**config.mk**
```make
export PLATFORM = sky130hd
export DESIGN_NAME = fp_seq
export DESIGN_NICKNAME = d
export VERILOG_FILES = /design/src/rtl/fp_seq.sv
export SDC_FILE = /design/constraint.sdc
export NUM_CORES = 1
export LEC_CHECK = 0
export ABC_AREA = 1
export CELL_PAD_IN_SITES_DETAIL_PLACEMENT = 0
export CELL_PAD_IN_SITES_GLOBAL_PLACEMENT = 2
export CORE_MARGIN = 1.5
export CORE_UTILIZATION = 30
export CTS_CLUSTER_DIAMETER = 150
export DETAILED_ROUTE_END_ITERATION = 8
export GPL_TIMING_DRIVEN = 0
export PLACE_DENSITY = 0.88
export SLEW_MARGIN = 0
export SYNTH_ARGS = -nofsm -noshare
export SYNTH_HDL_FRONTEND = slang
export SYNTH_SLANG_ARGS = --single-unit
export TNS_END_PERCENT = 100
```
**constraint.sdc**
```tcl
create_clock -name __clk -period 2.8 [get_ports __clk]
set_input_delay 0.56 -clock __clk [delete_from_list [all_inputs] [get_ports __clk]]
set_output_delay 0.56 -clock __clk [all_outputs]
set_load 0.02 [all_outputs]
```
**src/rtl/fp_seq.sv**
```systemverilog
// fp_seq: floating-point micro-sequencer.
// Walks an FP instruction through states F1..F13. Every state lasts four
// clocks (phases P0..P3) and branches at the end of P3. F8 (alignment) and
// F10 (multiply/divide) are loop states bounded by LOOP_MAX iterations.
// Fault requests sampled in P3 abort the instruction. All outputs are registered.

module fp_seq #(
  parameter int LOOP_MAX = 80
) (
  input  logic       __clk,
  input  logic       _0_f_,
  input  logic       start,
  input  logic       af_sf,
  input  logic       mw_mf,
  input  logic       dw_df,
  input  logic       ff,
  input  logic       fic,
  input  logic       g,
  input  logic       wt,
  input  logic       fi0_,
  input  logic       fi1_,
  input  logic       fi2_,
  input  logic       fi3_,
  output logic       f2_,
  output logic       f4_,
  output logic       f5_,
  output logic       f6_,
  output logic       f7_,
  output logic       f8_,
  output logic       f10_,
  output logic       f9,
  output logic       f13,
  output logic       strob_fp_,
  output logic       strob2_fp,
  output logic [3:0] fstate,
  output logic       busy,
  output logic       done,
  output logic [4:0] err
);

  typedef enum logic [3:0] {
    S_IDLE = 4'd0,
    S_F1   = 4'd1,
    S_F2   = 4'd2,
    S_F4   = 4'd4,
    S_F5   = 4'd5,
    S_F6   = 4'd6,
    S_F7   = 4'd7,
    S_F8   = 4'd8,
    S_F9   = 4'd9,
    S_F10  = 4'd10,
    S_F13  = 4'd13
  } state_t;

  localparam logic [6:0] LOOP_LIM = 7'(LOOP_MAX);

  state_t     state_q, state_d;
  logic [1:0] phase_q, phase_d;
  logic [6:0] loop_q, loop_d;
  logic [4:0] err_q, err_d;
  logic       done_q, done_d;
  logic       busy_q, busy_d;
  logic       strob_q, strob_d;
  logic       strob2_q, strob2_d;
  logic [6:0] fl_q, fl_d;
  logic       f9_q, f9_d;
  logic       f13_q, f13_d;

  logic [3:0] fault;
  logic [6:0] loop_inc;
  logic       loop_hit;

  // wt is reserved for a future F4 extension and does not steer sequencing
  logic unused_wt;
  assign unused_wt = wt;

  assign fault    = ~{fi0_, fi1_, fi2_, fi3_};
  assign loop_inc = loop_q + 7'd1;
  assign loop_hit = (loop_inc >= LOOP_LIM);

  // Next-state, phase, loop counter, fault latch and registered output values
  always_comb begin
    state_d = state_q;
    phase_d = phase_q;
    loop_d  = loop_q;
    err_d   = err_q;
    done_d  = 1'b0;

    if (state_q == S_IDLE) begin
      phase_d = 2'd0;
      if (start) begin
        state_d = S_F1;
        err_d   = 5'd0;
      end
    end else if (phase_q != 2'd3) begin
      phase_d = phase_q + 2'd1;
    end else begin
      phase_d = 2'd0;
      if (|fault) begin
        state_d = S_IDLE;
        err_d   = err_q | {1'b0, fault};
        done_d  = 1'b1;
      end else begin
        case (state_q)
          S_F1:  state_d = S_F2;
          S_F2:  state_d = af_sf ? S_F5 : S_F4;
          S_F5: begin
            if (g || !fic) begin
              state_d = S_F4;
            end else begin
              state_d = S_F8;
              loop_d  = 7'd0;
            end
          end
          S_F8: begin
            loop_d = loop_inc;
            if (!fic) begin
              state_d = S_F4;
            end else if (loop_hit) begin
              state_d  = S_F4;
              err_d[4] = 1'b1;
            end
          end
          S_F4: begin
            if (mw_mf || dw_df) begin
              state_d = S_F10;
              loop_d  = 7'd0;
            end else begin
              state_d = S_F6;
            end
          end
          S_F10: begin
            loop_d = loop_inc;
            if (!fic) begin
              state_d = S_F6;
            end else if (loop_hit) begin
              state_d  = S_F6;
              err_d[4] = 1'b1;
            end
          end
          S_F6:  state_d = S_F7;
          S_F7:  state_d = ff ? S_F13 : S_F9;
          S_F13: state_d = S_F9;
          S_F9: begin
            state_d = S_IDLE;
            done_d  = 1'b1;
          end
          default: state_d = S_IDLE;
        endcase
      end
    end

    busy_d   = (state_d != S_IDLE);
    strob_d  = !(busy_d && (phase_d == 2'd1));
    strob2_d = busy_d && (phase_d == 2'd3);
    fl_d     = ~{state_d == S_F2, state_d == S_F4, state_d == S_F5, state_d == S_F6,
                 state_d == S_F7, state_d == S_F8, state_d == S_F10};
    f9_d     = (state_d == S_F9);
    f13_d    = (state_d == S_F13);
  end

  // Sequencer register: state, phase, loop count and all registered outputs
  always_ff @(posedge __clk or negedge _0_f_) begin
    if (!_0_f_) begin
      state_q  <= S_IDLE;
      phase_q  <= 2'd0;
      loop_q   <= 7'd0;
      err_q    <= 5'd0;
      done_q   <= 1'b0;
      busy_q   <= 1'b0;
      strob_q  <= 1'b1;
      strob2_q <= 1'b0;
      fl_q     <= 7'h7F;
      f9_q     <= 1'b0;
      f13_q    <= 1'b0;
    end else begin
      state_q  <= state_d;
      phase_q  <= phase_d;
      loop_q   <= loop_d;
      err_q    <= err_d;
      done_q   <= done_d;
      busy_q   <= busy_d;
      strob_q  <= strob_d;
      strob2_q <= strob2_d;
      fl_q     <= fl_d;
      f9_q     <= f9_d;
      f13_q    <= f13_d;
    end
  end

  assign {f2_, f4_, f5_, f6_, f7_, f8_, f10_} = fl_q;
  assign f9        = f9_q;
  assign f13       = f13_q;
  assign strob_fp_ = strob_q;
  assign strob2_fp = strob2_q;
  assign fstate    = state_q;
  assign busy      = busy_q;
  assign done      = done_q;
  assign err       = err_q;

endmodule
```
**After elaboration in Yosys (flattened, before gate mapping)**

Cells that the tools add are included.

- Equal/unequal tests: 26
- Mux-type cells: 30
- Bitwise gates (word level): 6
- Add/subtract/negate cells: 2
- $lt $le $gt $ge: 1
- Reduce and logical (&&, ||, !) cells: 18

Operators by type and width:

| operator | number |
|---|---|
| $mux W4 | 11 |
| $pmux W4 S9 | 1 |
| $eq A4 B3 Y1 const B | 8 |
| $eq A4 B4 Y1 const B | 8 |
| $pmux W7 S3 | 1 |
| $mux W5 | 3 |
| $mux W7 | 2 |
| $reduce_bool A3 Y1 | 4 |
| $ne A2 B2 Y1 const B | 5 |
| $mux W1 | 9 |
| $eq A4 B2 Y1 const B | 2 |
| $add A7 B1 Y7 const B | 1 |
| $ge A7 B7 Y1 const B | 1 |
| $not A7 Y7 | 1 |
| $reduce_and A6 Y1 | 1 |
| $or A5 B4 Y5 | 1 |
| $reduce_and A5 Y1 | 1 |
| $eq A4 B1 Y1 const B | 1 |
| $logic_not A4 Y1 | 1 |
| $mux W2 | 2 |
| $not A4 Y4 | 1 |
| $reduce_bool A4 Y1 | 1 |
| $reduce_or A4 Y1 | 1 |
| $mux W3 | 1 |
| other kinds (10) | 15 |

- Register bits after elaboration: 31
- Input bits: 14

**Logic depth before layout (Yosys ltp)**

- Depth in word-level cells: 11
- Mapped depth: 12
- Mapped depth without buffers: 12

**Worst setup path before layout**

No wires, ideal clock.

- Path kind: reg-to-reg
- Start point: register state_q[0], in the netlist fstate[0]
- End point: register fl_q[0]
- Required time: 2.705 ns
- Arrival time: 1.581 ns
- Setup slack: 1.124 ns
- Path buffers: 1
- Cell stages (with the launch flop): 11
- Path through: dfrtp_1 buf_4 inv_2 nor2_2 nor2_1 nor3_4 nand2_1 o21ai_2 inv_2 nor2_2 nand3_1

- Elaborated cells between the ends (all ways): 21
- Classes of those cells: 10 x eq/ne; 9 x mux; 1 x bitwise; 1 x reduce/logical

RTL lines:

| element | line | RTL |
|---|---|---|
| start, declared | 57 | `state_t state_q, state_d;` |
| start signal, assigned | 177 | `state_q <= state_d;` |
| $eq A4 B4 Y1 (tied with other cells) | 104 | `case (state_q)` |
| $pmux W4 S9 | 104 |  |
| $mux W4 | 99 | `if (\|fault) begin` |
| $mux W4 | 95 | `end else if (phase_q != 2'd3) begin` |
| $mux W4 (*) | 89 | `if (state_q == S_IDLE) begin` |
| net state_d[1] | 57 |  |
| $eq A4 B4 Y1 (*) | 157 | `state_d == S_F7, state_d == S_F8, state_d == S_F10};` |
| $not A7 Y7 (*) | 156 | `fl_d = ~{state_d == S_F2, state_d == S_F4, state_d == S_F5, state_d == S_F6,` |
| net fl_d[0] | 65 | `logic [6:0] fl_q, fl_d;` |
| end signal, assigned | 185 | `fl_q <= fl_d;` |
| end, declared | 65 |  |

Mark *: on every way through the listed nets, which the timed path passes. The rest lies on a longest branch.
A chain may end at the register's enable or synchronous reset.

**Final worst setup path**

- Start point: input fi2_
- End point: register fl_q[6]

- Word-level cells in the longest chain between the ends: 7

RTL lines:

| element | line | RTL |
|---|---|---|
| start, declared | 22 | `input logic fi2_,` |
| $not A4 Y4 | 77 | `assign fault = ~{fi0_, fi1_, fi2_, fi3_};` |
| $reduce_or A4 Y1 | 99 |  |
| $mux W4 | 99 |  |
| $mux W4 | 95 |  |
| $mux W4 | 89 |  |
| net state_d[1] | 57 |  |
| $eq A4 B2 Y1 | 156 |  |
| $not A7 Y7 | 156 |  |
| net fl_d[6] | 65 |  |

The timed path passes the listed nets, and every way through them passes these cells.

==> flow_summary_export.csv <==
group,metric,value,unit
run_status,status,"completed",
yosys,synth_cell_types,29,
sta,fmax,480,MHz
critical_path,critical_path_required,3000,ps
clock_network,cts_hold_buf,0,
sta,drv_slew,0,
sta,hold_viol_final,0,
critical_path,cpMostUsedCell,"nand3_1",
pwr,pwr_density_cell,699,nW/um^2
floorplanning,die_y,76.1,um
layout,n_fill_cell,571,
sta,skew,7.17,ps
critical_path,worst_setup_path_end_kind,"flop",
yosys,synth_xor_area_share,0,%
routing,dr.pass1.iters,4,
critical_path,crit_type,"in -> reg",
sta,period_share,74.4,%
yosys,synth_top_family_by_area,"simple AND/OR/NAND/NOR gates",
sta,setup_viol,0,
layout,area_growth,32.1,%
critical_path,cp_max_fo,4,
critical_path,crit_chain,"clkdlybuf4s50_1, nand4_1, inv_1, nand3_1, nor3_4, nand2_1, o21ai_2, inv_2, nor2_2, nand3_1",
sta,rsz0062_at_grt,"false",
pwr,power_leakage,1.02,nW
layout,final_common_cell,"nand2_1",
routing,drt_drc_violations_left,0,
clock_network,post_cts_buffers,0,
clock_network,cts_sinks,31,
clock_network,cts_tree,"yes",
pwr,max-vdd-ir-drop,380,uV
layout,stdcell_area,2120,um^2
clock_network,h-tree-depth,2,
sta,finalSetupTns,0,ps
global_route,track_usage,14.3,%
worst_hold_path,hold_class,"in -> async",
critical_path,arrival,2280,ps
routing,totalWireLength,3.81,mm
clock_network,clkTransAtPathRegs,60,ps
yosys,synth-seq-cells,31,
floorplanning,dieArea,5790,um^2
routing,first_iter_violations,55,
clock_network,cts-resized-gates,0,
floorplanning,core-area,5140,um^2
sta,slew_headroom,52.8,%
yosys,syn_area,1600,um^2
routing,wl_per_cell,12.1,um
floorplanning,rows,26,
global_route,grt_first_pass_wirelength,6.35,mm
routing,ant_nets,0,
place,dpl_cell_area,2020,um^2
yosys,synth_cells,204,
layout,final_util,41.2,%
pwr,power,1.48,mW
global_route,grt_max_degree,32,
critical_path,crit_buf_inv,3,
clock_network,cts-buffers-inserted,5,
critical_path,critPathMaxStageDelay,480,ps
place,gp_congestion,0.788,
sta,period_needed,2080,ps
floorplanning,fp.dieW,76.1,um
yosys,yosysWarnings,0,
global_route,antenna_found_initial,0,
layout,num_antenna_cells,0,
critical_path,cp-start-kind,"primary input",
clock_network,clockRootBuffer,"clkbuf_8",
place,hpwl,2.81,mm
global_route,gr-total-overflow,0,
place,portBuffers,34,
clock_network,clk_latency,290,ps
sta,worst_pin_slew,708,ps
global_route,grt_pass1_vias,1363,
critical_path,crit_family,"simple AND/OR/NAND/NOR gates",
layout,fin_nets,261,
floorplanning,pin_count,36,
sta,fin_hold_ws,322,ps
routing,vias_per_cell,4.53,
layout,drive_above_1_share,14.6,%
yosys,syn_area_per_cell,7.85,um^2
yosys,synth_adder_area_share,1.56,%
routing,vias,1430,
floorplanning,initial_core_util,31.2,%
yosys,synth_nets,220,
yosys,synth_compound_gate_area_share,10.3,%
critical_path,critical_path.slowest_cell,"clkdlybuf4s50_1",
layout,layout_common_cells,"44 x nand2_1, 33 x clkdlybuf4s50_1, 27 x inv_1",
job,maxCapViolCount,0,
yosys,muxShareOfSynthArea,0,%
yosys,seq_area_frac_synth,49.1,%
yosys,synth-simple-area-share,30.2,%
clock_network,cts_buffer_depth,2,
## sequential cells by signal, indices dropped and copies added (netlist names)
| signal | cells |
|---|---|
| fstate | 4 |
| loop_q | 7 |
| strob2_fp | 1 |
| phase_q | 2 |
| f9 | 1 |
| strob_fp_ | 1 |
| busy | 1 |
| err | 5 |
| fl_q | 7 |
| done | 1 |
| f13 | 1 |
## cell usage after synthesis
| master | count | area [um^2] |
|---|---|---|
| o22ai_1 | 1 | 6.26 |
| nor2_4 | 1 | 11.3 |
| nor2_1 | 26 | 97.6 |
| o21ai_1 | 3 | 15.0 |
| a211oi_1 | 1 | 7.51 |
| o21ai_0 | 4 | 20.0 |
| nor3_1 | 7 | 35.0 |
| dfrtp_1 | 23 | 576 |
| a21oi_2 | 1 | 8.76 |
| buf_4 | 2 | 15.0 |
| o31ai_1 | 1 | 7.51 |
| and3_1 | 1 | 6.26 |
| dfstp_2 | 8 | 210 |
| inv_1 | 27 | 101 |
| nor3_4 | 1 | 16.3 |
| o211ai_1 | 1 | 7.51 |
| nand3_1 | 17 | 85.1 |
| o21bai_1 | 1 | 7.51 |
| inv_2 | 7 | 26.3 |
| nand2_1 | 44 | 165 |
| a21oi_1 | 12 | 60.1 |
| nand2_2 | 2 | 12.5 |
| o21ai_2 | 1 | 8.76 |
| nand4_1 | 3 | 18.8 |
| nor2_2 | 4 | 25.0 |
| nor3_2 | 1 | 10.0 |
| o2111ai_1 | 1 | 8.76 |
| o21a_1 | 1 | 7.51 |
| ha_1 | 2 | 25.0 |
## per-layer routing
metal | share of wire [%] | routed length [um] | global-route usage, % | vias to the layer above
li1 | - | - | - | 736
met1 | 45 | 1730 | 16.9 | 665
met2 | 48 | 1840 | 23.4 | 22
met3 | 4.4 | 168 | 4.79 | 7
met4 | 1.8 | 70 | 6.67 | 0
met5 | 0 | 0 | 0 | -
## path summary, 6_finish.rpt
check / start / to / slack, ps / cells after the start
max in group asynchronous: _0_f_ / loop_q[5] / 2030 / 1
setup / recovery: fi2_ / fl_q[6] / 720 / 10
hold / removal: _0_f_ / busy / 320 / 1
setup reg to reg: loop_q[1] / fl_q[5] / 870 / 12
hold reg to reg: phase_q[0] / strob2_fp / 470 / 1
min in group __clk: phase_q[0] / strob2_fp / 470 / 1
## where the power goes
group	internal [mW]	switching (mW)
Sequential	0.528	0.0390
Clock	0.198	0.168
Combinational	0.213	0.334
## worst register-to-register path: cells and delay by family, from the launching register on
family	cells	cell delay, ps
AOI/OAI and AO/OA	1	120
adders and majority gates	1	240
DFF	1	400
and+or+nand+nor	10	1110
## cell families after synthesis
group | Yosys count
fa+ha+maj | 2
simple gates | 107
flops | 31
buf+inv | 36
compound gates | 28
## cell type report
class	instances	area, um^2	share of cell area [%]
plain buffers	2	15.0	0.710
inverters	34	128	6.03
clock inverters	1	5.00	0.237
repair buffers	34	335	15.8
clock buffers	7	86.3	4.08
multi-input cells	137	673	31.8
flip-flops and latches	31	786	37.1
well taps	70	87.6	4.14
## metrics by stage
stage          instances  worst slack (ps)
2_1_floorplan        204              1120
3_3_place_gp         308               439
3_5_place_dp         308               406
4_1_cts              316               714
5_1_grt              316               553
6_report             316               718
Note: power is estimated with default switching activity, not from simulation.
